### config.mk
export PLATFORM = sky130hd
export DESIGN_NAME = fetch_to_decode_queue
export DESIGN_NICKNAME = d
export VERILOG_FILES = /design/src/rtl/fetch_to_decode_queue.sv
export SDC_FILE = /design/constraint.sdc
export NUM_CORES = 1
export LEC_CHECK = 0
export ABC_CLOCK_PERIOD_IN_PS = 7850
export CAP_MARGIN = 20
export CORE_MARGIN = 2
export CORE_UTILIZATION = 45
export DETAILED_ROUTE_END_ITERATION = 16
export GPL_TIMING_DRIVEN = 0
export PLACE_DENSITY = 0.7
export REMOVE_ABC_BUFFERS = 1
export SLEW_MARGIN = 0
export SYNTH_ARGS = -nofsm -noshare
export SYNTH_HDL_FRONTEND = slang
export SYNTH_SLANG_ARGS = --single-unit
### constraint.sdc
create_clock -name clk -period 7.85 [get_ports clk]
set_input_delay 2.355 -clock clk [delete_from_list [all_inputs] [get_ports clk]]
set_output_delay 2.355 -clock clk [all_outputs]
set_load 0.1 [all_outputs]
### src/rtl/fetch_to_decode_queue.sv
// ---------------------------------------------------------------------------
// fetch_to_decode_queue
//
// Bundle queue between the superscalar fetch and decode stages. It holds up
// to DEPTH fetch bundles of LANES instructions each, with a per-lane valid
// mask. The head entry is presented combinationally to decode
// (first-word fall-through). The minimum fetch-to-decode latency is one cycle
// because a bundle written at an edge becomes the head only after that edge.
//
// Ports
//   clk         rising-edge clock
//   rst         asynchronous active-high reset; the queue becomes empty
//   flush       synchronous discard of all entries (redirect); overrides
//               any push or pop in the same cycle
//   ValidF      fetch offers a bundle
//   ReadyF      queue has room; depends only on the registered occupancy
//   LaneValidF  per-lane valid of the offered bundle (all-zero is dropped)
//   PCF         PC of lane 0 of the offered bundle
//   InstrF      offered instructions, lane i at [i*XLEN +: XLEN]
//   ValidD      head bundle present
//   ReadyD      decode consumes the head bundle
//   LaneValidD  per-lane valid of the head bundle
//   PCD         per-lane PC of the head bundle (base + 4*i)
//   PCPlus4D    per-lane PC+4 of the head bundle (base + 4*(i+1))
//   InstrD      head instructions, with invalid lanes forced to zero
//   CountD      occupancy in bundles
// ---------------------------------------------------------------------------
module fetch_to_decode_queue #(
   parameter int LANES = 2,
   parameter int DEPTH = 4,
   parameter int XLEN  = 32
) (
   input  logic                         clk,
   input  logic                         rst,
   input  logic                         flush,
   input  logic                         ValidF,
   output logic                         ReadyF,
   input  logic [LANES-1:0]             LaneValidF,
   input  logic [XLEN-1:0]              PCF,
   input  logic [LANES*XLEN-1:0]        InstrF,
   output logic                         ValidD,
   input  logic                         ReadyD,
   output logic [LANES-1:0]             LaneValidD,
   output logic [LANES*XLEN-1:0]        PCD,
   output logic [LANES*XLEN-1:0]        PCPlus4D,
   output logic [LANES*XLEN-1:0]        InstrD,
   output logic [$clog2(DEPTH+1)-1:0]   CountD
);

   localparam int PW = $clog2(DEPTH);
   localparam int CW = $clog2(DEPTH + 1);
   localparam logic [CW-1:0] DEPTH_C = CW'(DEPTH);

   // Entry storage. These registers are not reset: every output is gated by
   // ValidD, so stale contents are never observable.
   logic [XLEN-1:0]       pc_mem_q    [DEPTH];
   logic [LANES-1:0]      mask_mem_q  [DEPTH];
   logic [LANES*XLEN-1:0] instr_mem_q [DEPTH];

   logic [PW-1:0] rd_ptr_q, rd_ptr_d;
   logic [PW-1:0] wr_ptr_q, wr_ptr_d;
   logic [CW-1:0] count_q,  count_d;

   logic ready_f_s;
   logic valid_d_s;
   logic push_s;
   logic pop_s;

   assign ready_f_s = (count_q < DEPTH_C);
   assign valid_d_s = (count_q != {CW{1'b0}});

   // An all-zero lane mask carries no work, so it is never stored.
   assign push_s = ValidF & ready_f_s & (|LaneValidF) & ~flush;
   assign pop_s  = valid_d_s & ReadyD & ~flush;

   assign ReadyF = ready_f_s;
   assign ValidD = valid_d_s;
   assign CountD = count_q;

   // Next-state for pointers and occupancy; flush wins over push and pop.
   always_comb begin
      rd_ptr_d = rd_ptr_q;
      wr_ptr_d = wr_ptr_q;
      count_d  = count_q;
      if (flush) begin
         rd_ptr_d = {PW{1'b0}};
         wr_ptr_d = {PW{1'b0}};
         count_d  = {CW{1'b0}};
      end else begin
         if (push_s) begin
            wr_ptr_d = wr_ptr_q + PW'(1);
         end else begin
            wr_ptr_d = wr_ptr_q;
         end
         if (pop_s) begin
            rd_ptr_d = rd_ptr_q + PW'(1);
         end else begin
            rd_ptr_d = rd_ptr_q;
         end
         case ({push_s, pop_s})
            2'b10:   count_d = count_q + CW'(1);
            2'b01:   count_d = count_q - CW'(1);
            default: count_d = count_q;
         endcase
      end
   end

   // Pointer and occupancy registers, cleared immediately by rst.
   always_ff @(posedge clk or posedge rst) begin
      if (rst) begin
         rd_ptr_q <= {PW{1'b0}};
         wr_ptr_q <= {PW{1'b0}};
         count_q  <= {CW{1'b0}};
      end else begin
         rd_ptr_q <= rd_ptr_d;
         wr_ptr_q <= wr_ptr_d;
         count_q  <= count_d;
      end
   end

   // Entry write on an accepted push; the mask is stored exactly as given.
   always_ff @(posedge clk) begin
      if (push_s) begin
         pc_mem_q[wr_ptr_q]    <= PCF;
         mask_mem_q[wr_ptr_q]  <= LaneValidF;
         instr_mem_q[wr_ptr_q] <= InstrF;
      end
   end

   // Head-entry decode outputs: zero when empty; PCs are computed for every
   // lane but instructions of invalid lanes are forced to zero.
   always_comb begin
      LaneValidD = {LANES{1'b0}};
      PCD        = {(LANES*XLEN){1'b0}};
      PCPlus4D   = {(LANES*XLEN){1'b0}};
      InstrD     = {(LANES*XLEN){1'b0}};
      if (valid_d_s) begin
         LaneValidD = mask_mem_q[rd_ptr_q];
         for (int i = 0; i < LANES; i++) begin
            PCD[i*XLEN +: XLEN]      = pc_mem_q[rd_ptr_q] + XLEN'(4 * i);
            PCPlus4D[i*XLEN +: XLEN] = pc_mem_q[rd_ptr_q] + XLEN'(4 * (i + 1));
            if (mask_mem_q[rd_ptr_q][i]) begin
               InstrD[i*XLEN +: XLEN] = instr_mem_q[rd_ptr_q][i*XLEN +: XLEN];
            end else begin
               InstrD[i*XLEN +: XLEN] = {XLEN{1'b0}};
            end
         end
      end else begin
         LaneValidD = {LANES{1'b0}};
         PCD        = {(LANES*XLEN){1'b0}};
         PCPlus4D   = {(LANES*XLEN){1'b0}};
         InstrD     = {(LANES*XLEN){1'b0}};
      end
   end

endmodule
Word-level counts from Yosys, hierarchy flattened
Memory sizes are Yosys's and may differ from the RTL's.
Cells that the tools add are included.

word-level totals
  memories = 3
  bits of input ports = 103
  output and inout port bits = 199
  flip-flop bits (word level) = 7
  bits in writable memories = 392

operators by class
  $add $sub $neg = 6
  order comparisons = 1
  reduce and logical (&&, ||, !) cells = 5
  mux-type cells = 14
  eq/ne operators = 2
  bitwise operators = 6

memories
  memory       words  width  read ports  clocked after Yosys merged registers in  wr ports  RTL line  text
  instr_mem_q  4      64     1           0                                        1         58        logic [LANES*XLEN-1:0] instr_mem_q [DEPTH];
  pc_mem_q     4      32     1           0                                        1         56        logic [XLEN-1:0] pc_mem_q [DEPTH];
  mask_mem_q   4      2      1           0                                        1         57        logic [LANES-1:0] mask_mem_q [DEPTH];

operator list
  kind                   count
  $mux 64                3
  $mux 32                2
  $add 32x3->32 const B  1
  $add 32x4->32 const B  1
  $mux 2                 5
  $pmux 3 s2             1
  $reduce_bool 3->1      2
  $and 1x1->1            5
  $add 2x1->2 const B    2
  $reduce_bool 2->1      2
  $add 3x1->3 const B    1
  $lt 3x3->1 const B     1
  $mux 3                 1
  $sub 3x1->3 const B    1
  $eq 2x1->1 const B     1
  $eq 2x2->1 const B     1
  $mux 1                 2
  $reduce_or 2->1        1
  $not 1->1              1

Longest topological paths before layout
  word-level depth = 7
  mapped depth = 11

Worst setup path after synthesis
No wires, ideal clock.

  path kind = reg-to-output
  start = reg rd_ptr_q[0]
  end = out PCPlus4D[24]
  data required time = 5495 ps
  data arrival time = 5072 ps
  setup slack = 423 ps
  stages on the path, launching flop included = 11
  cell sequence = dfrtp_1 > buf_6 > buf_8 > buf_6 > mux4_2 > ha_1 > nand3_2 > or4_1 > buf_2 > o31ai_1 > buf_4

between the ends
  longest elaborated chain between the ends = 3

RTL lines
  item                    RTL line  text
  start, declared         60        logic [PW-1:0] rd_ptr_q, rd_ptr_d;
  start signal, assigned  111       rd_ptr_q <= {PW{1'b0}};
  start signal, assigned  115       rd_ptr_q <= rd_ptr_d;
  $mem_v2 4x32            -
  $add 32x3->32           141       PCPlus4D[i*XLEN +: XLEN] = pc_mem_q[rd_ptr_q] + XLEN'(4 * (i + 1));
  $mux 64                 137       if (valid_d_s) begin
  end, declared           45        output logic [LANES*XLEN-1:0] PCPlus4D,

Every way passes these cells.

Worst setup path after layout
  start = reg rd_ptr_q[1]
  end = out PCD[49]

between the ends
  longest elaborated chain between the ends = 3

RTL lines
  item           RTL line  text
  $mem_v2 4x32   -
  $add 32x3->32  140       PCD[i*XLEN +: XLEN] = pc_mem_q[rd_ptr_q] + XLEN'(4 * i);
  $mux 64        137
  end, declared  44        output logic [LANES*XLEN-1:0] PCD,

Every way passes these cells.

==> parameters.txt <==
Parameter                              Value

Run status
  Result of the run ... complete, no violations

Route
  Via count normalized by instance count ... about 5.4
  Final wirelength ... slightly below 40 mm
  Residual DRC ... 0
  Initial DRC count ... about 580
  Number of detailed-routing iterations run before antenna repair ... 4
  Average detailed-routed wire length per instance ... around 22 microns
  Total vias in the final route ... around 9500
  Number of nets with antenna violations after routing ... 0

Synthesis
  Post-synthesis cell type count ... 48
  Post-synth EDFFs ... 392
  Post-synthesis register bit count ... 399
  Mean cell area of the mapped netlist ... ~18 sq um
  Cell area after synthesis ... 17050 sq um
  Sequential-to-total area share from yosys stat ... 0.7008
  Yosys warning total ... 0
  Main flop type after synthesis ... sky130_fd_sc_hd__edfxtp_1
  Cell count after synthesis ... about 940
  Share of async-settable or async-resettable flops after synthesis ... 0.01754

Global routing
  Pin count of the biggest net entering global routing ... a little under 70
  Number of global-route vias before repair ... between 9000 and 10000
  Wire length of the first global-routing pass ... just under 60 mm
  Congestion Overflow GR ... 0
  Total Routing Usage GR ... 0.1961
  Initial antenna violation count ... 4

Timing
  Worst-case headroom to the max-slew limit ... 0.2819
  Worst Hold Margin ... between 0.6 and 0.7 ns
  Setup Total Neg Slack ... 0 ns
  Setup Viol. Count Final ... 0
  Achievable Freq ... ~130 MHz
  Layout Skew ... 0.01066 ns
  Hold violation count in the final report ... 0
  Final period util ... 0.9609
  Unrepaired setup endpoints after global routing ... no
  Transition time at the pin with the least slew margin ... ~1.1 ns
  Final period demand of the worst path ... around 7.5 ns
  Number of pins exceeding their max-slew limit in the final report ... 0

Critical path
  Critical path type ... reg2out
  Cell type of the slowest stage on the worst timing path ... sky130_fd_sc_hd__clkdlybuf4s50_1
  Buf/Inv on CP ... 2
  Critical Path Fanout Max ... 52
  Arrival time at the worst endpoint ... ~5.2 ns
  CP Data Required Time ... ~5.5 ns
  Cell chain of the critical path ... buf_16 -> mux4_2 -> ha_1 -> nand2_1 -> o22ai_2 -> nand3_2 -> or3_1 -> a21oi_1 -> clkdlybuf4s50_1
  Nature of the critical path endpoint ... output pin
  Category of cells accounting for the largest share of critical-path delay ... buffers and inverters
  Largest incremental delay on the critical path ... about 1.2 ns
  Kind of launch point of the worst setup path ... register

Layout
  Proportion of layout cells with a drive suffix above 1 ... 0.1542
  Area growth syn-to-layout ... 28.02%
  Footprint of the flip-flops and latches ... 11950 sq um
  Layout net count ... approximately 1300
  Area taken by multi-input logic gates ... about 4500 sq um
  Non-filler cells, final ... ~1800
  Count of fill cells added during filler insertion ... 2882
  Fin area ... 21820 sq um
  Total inserted antenna cells ... 0

Floorplanning
  Die area ... a little under 40000 sq um
  Height of the chip ... between 150 and 200 microns
  I/O pin total ... 302
  Total number of placement rows ... slightly above 70
  Initial Utilization ... 0.4547
  Area of the core region ... ~37000 sq um
  Die W ... between 150 and 200 microns

Worst hold path
  HP Class ... reg2reg

Clocking
  Number of buffers on the longest clock path ... 3
  Cell at the root of the clock tree ... sky130_fd_sc_hd__clkbuf_16
  CTS Hold Bufs ... 0
  Inserted Clock Buffers ... 41
  TritonCTS clock tree ... done
  H-Tree Level Count ... 2
  Number of gates resized after cts ... 0
  # Post-CTS Setup Buffers ... 0
  Reg clk slew, reported paths ... around 0.05 ns
  Num Clock Sinks ... 399
  Clock latency reported for the late side of the worst-skew pair ... approximately 0.53 ns

Place
  Cell Area, Placed ... a little over 20000 sq um
  Dpl hpwl ... 24.65 mm
  Placed cell count ... about 1700
  Number of port buffers ... ~300
  Weighted congestion reported at the end of routability-driven placement ... around 0.86

Flow run
  Maximum capacitance violations ... 0
[cell type report]
| class | count | area share |
|---|---|---|
| well taps | 511 | 0.02930 |
| inverters | 19 | 0.003383 |
| flip-flops and latches | 399 | 0.5478 |
| multi-input cells | 434 | 0.2051 |
| clock inverters | 18 | 0.008485 |
| clock buffers | 54 | 0.05120 |
| repair buffers | 315 | 0.1547 |
[registers in the layout (all words and copies together), names as in the netlist]
signal / flops
instr_mem_q: 256
pc_mem_q: 128
mask_mem_q: 8
CountD: 3
rd_ptr_q: 2
wr_ptr_q: 2
[layer usage]
layer / up-vias / global-route usage / share of wire
met5: - / 0 / 0.0013
met4: 8 / 0.06164 / 0.023
met3: 62 / 0.06460 / 0.090
met2: 381 / 0.3385 / 0.50
met1: 4811 / 0.2330 / 0.38
li1: 4251 / - / -
[worst reg2reg max path: stages, from the launching register on]
cell and delay, ns:
sky130_fd_sc_hd__dfrtp_1 0.44, sky130_fd_sc_hd__nor3_2 0.75, sky130_fd_sc_hd__inv_4 0.37, sky130_fd_sc_hd__buf_16 0.33, sky130_fd_sc_hd__nand3_1 0.16, sky130_fd_sc_hd__nor2_1 0.07, sky130_fd_sc_hd__fa_1 0.40, sky130_fd_sc_hd__or3_1 0.39
sky130_fd_sc_hd__a31oi_1 0.19
[per-stage QoR]
step                      setup WS (ns)    util
after floorplan                  -4.363       -
after global placement           -5.360  0.5370
after detailed placement         0.6580  0.5465
after CTS                       0.08290  0.5812
after global routing            0.01348  0.5821
final                            0.3070  0.5821
[synth_stat cells, types with 2 or more instances]
| cell type | instances | area share |
|---|---|---|
| sky130_fd_sc_hd__buf_4 | 41 | 0.018 |
| sky130_fd_sc_hd__mux4_2 | 89 | 0.12 |
| sky130_fd_sc_hd__mux2i_1 | 21 | 0.012 |
| sky130_fd_sc_hd__buf_1 | 4 | 0.00088 |
| sky130_fd_sc_hd__nand2_1 | 26 | 0.0057 |
| sky130_fd_sc_hd__and4_1 | 3 | 0.0015 |
| sky130_fd_sc_hd__nand3_1 | 8 | 0.0023 |
| sky130_fd_sc_hd__ha_1 | 6 | 0.0044 |
| sky130_fd_sc_hd__o31ai_1 | 6 | 0.0026 |
| sky130_fd_sc_hd__nand4_4 | 3 | 0.0037 |
| sky130_fd_sc_hd__mux2_2 | 2 | 0.0013 |
| sky130_fd_sc_hd__or4_1 | 6 | 0.0026 |
| sky130_fd_sc_hd__nor3_1 | 11 | 0.0032 |
| sky130_fd_sc_hd__and2_1 | 28 | 0.010 |
| sky130_fd_sc_hd__xnor2_1 | 13 | 0.0067 |
| sky130_fd_sc_hd__and3_1 | 67 | 0.025 |
| sky130_fd_sc_hd__or2_2 | 14 | 0.0051 |
| sky130_fd_sc_hd__o21ai_0 | 12 | 0.0035 |
| sky130_fd_sc_hd__clkbuf_1 | 25 | 0.0055 |
| sky130_fd_sc_hd__o21a_1 | 2 | 0.00088 |
| sky130_fd_sc_hd__nor4_1 | 9 | 0.0033 |
| sky130_fd_sc_hd__buf_6 | 4 | 0.0026 |
| sky130_fd_sc_hd__or3_1 | 7 | 0.0026 |
| sky130_fd_sc_hd__nand4_1 | 11 | 0.0040 |
| sky130_fd_sc_hd__nand2b_1 | 3 | 0.0011 |
| sky130_fd_sc_hd__a21oi_1 | 8 | 0.0023 |
| sky130_fd_sc_hd__nand3_2 | 3 | 0.0018 |
| sky130_fd_sc_hd__buf_2 | 14 | 0.0041 |
| sky130_fd_sc_hd__mux4_1 | 9 | 0.014 |
| sky130_fd_sc_hd__edfxtp_1 | 392 | 0.69 |
| sky130_fd_sc_hd__xor2_1 | 15 | 0.0077 |
| sky130_fd_sc_hd__inv_1 | 19 | 0.0042 |
| sky130_fd_sc_hd__dfrtp_1 | 7 | 0.010 |
| sky130_fd_sc_hd__nor2_1 | 40 | 0.0088 |
[placed cells by master (no fill, tap or decap), types with 4 or more instances in the layout]
| master | instances |
|---|---|
| sky130_fd_sc_hd__inv_1 | 18 |
| sky130_fd_sc_hd__edfxtp_1 | 392 |
| sky130_fd_sc_hd__o21ai_0 | 12 |
| sky130_fd_sc_hd__clkinv_2 | 6 |
| sky130_fd_sc_hd__and3_1 | 67 |
| sky130_fd_sc_hd__clkbuf_1 | 11 |
| sky130_fd_sc_hd__nor3_1 | 10 |
| sky130_fd_sc_hd__nor4_1 | 9 |
| sky130_fd_sc_hd__and2_4 | 4 |
| sky130_fd_sc_hd__mux2i_1 | 21 |
| sky130_fd_sc_hd__or2_2 | 14 |
| sky130_fd_sc_hd__clkbuf_16 | 43 |
| sky130_fd_sc_hd__dfrtp_1 | 5 |
| sky130_fd_sc_hd__dlymetal6s2s_1 | 14 |
| sky130_fd_sc_hd__o31ai_1 | 6 |
| sky130_fd_sc_hd__bufinv_16 | 4 |
| sky130_fd_sc_hd__mux4_1 | 9 |
| sky130_fd_sc_hd__ha_1 | 6 |
| sky130_fd_sc_hd__clkinv_1 | 7 |
| sky130_fd_sc_hd__or3_1 | 7 |
| sky130_fd_sc_hd__xor2_1 | 15 |
| sky130_fd_sc_hd__nor2_1 | 40 |
| sky130_fd_sc_hd__nand3_1 | 8 |
| sky130_fd_sc_hd__nand4_1 | 11 |
| sky130_fd_sc_hd__mux4_2 | 89 |
| sky130_fd_sc_hd__xnor2_1 | 13 |
| sky130_fd_sc_hd__clkdlybuf4s50_1 | 287 |
| sky130_fd_sc_hd__buf_16 | 10 |
| sky130_fd_sc_hd__nand2_1 | 26 |
| sky130_fd_sc_hd__a21oi_1 | 8 |
| sky130_fd_sc_hd__or4_1 | 6 |
| sky130_fd_sc_hd__and2_1 | 24 |
[kinds of logic (layout without fill, tap and decap cells)]
family                   count (synthesis)  in the layout  synth area share
AND/OR/NAND/NOR                        246            246           0.08522
multiplexers                           121            121            0.1451
adder cells (fa/ha/maj)                  7              7          0.005578
XOR/XNOR                                28             28           0.01439
buffers and inverters                  109            406           0.03743
flip-flops                             399            399            0.7008
AO/OA/AOI/OAI                           32             32           0.01145
[path summary, 6_finish.rpt]
check | cells past startpoint | startpoint | endpoint | slack [ns]
max in group asynchronous | 2 | rst | rd_ptr_q[1] | 5.52
max | 9 | rd_ptr_q[1] | PCD[49] | 0.31
min | 2 | wr_ptr_q[1] | wr_ptr_q[1] | 0.62
min in group asynchronous | 2 | rst | CountD[1] | 2.09
min reg2reg | 2 | wr_ptr_q[1] | wr_ptr_q[1] | 0.62
max reg2reg | 8 | CountD[0] | CountD[2] | 4.68
Power is left out: the tool's default activity adds up to more than one toggle a clock period on the data nets, which glitch-free logic cannot reach.
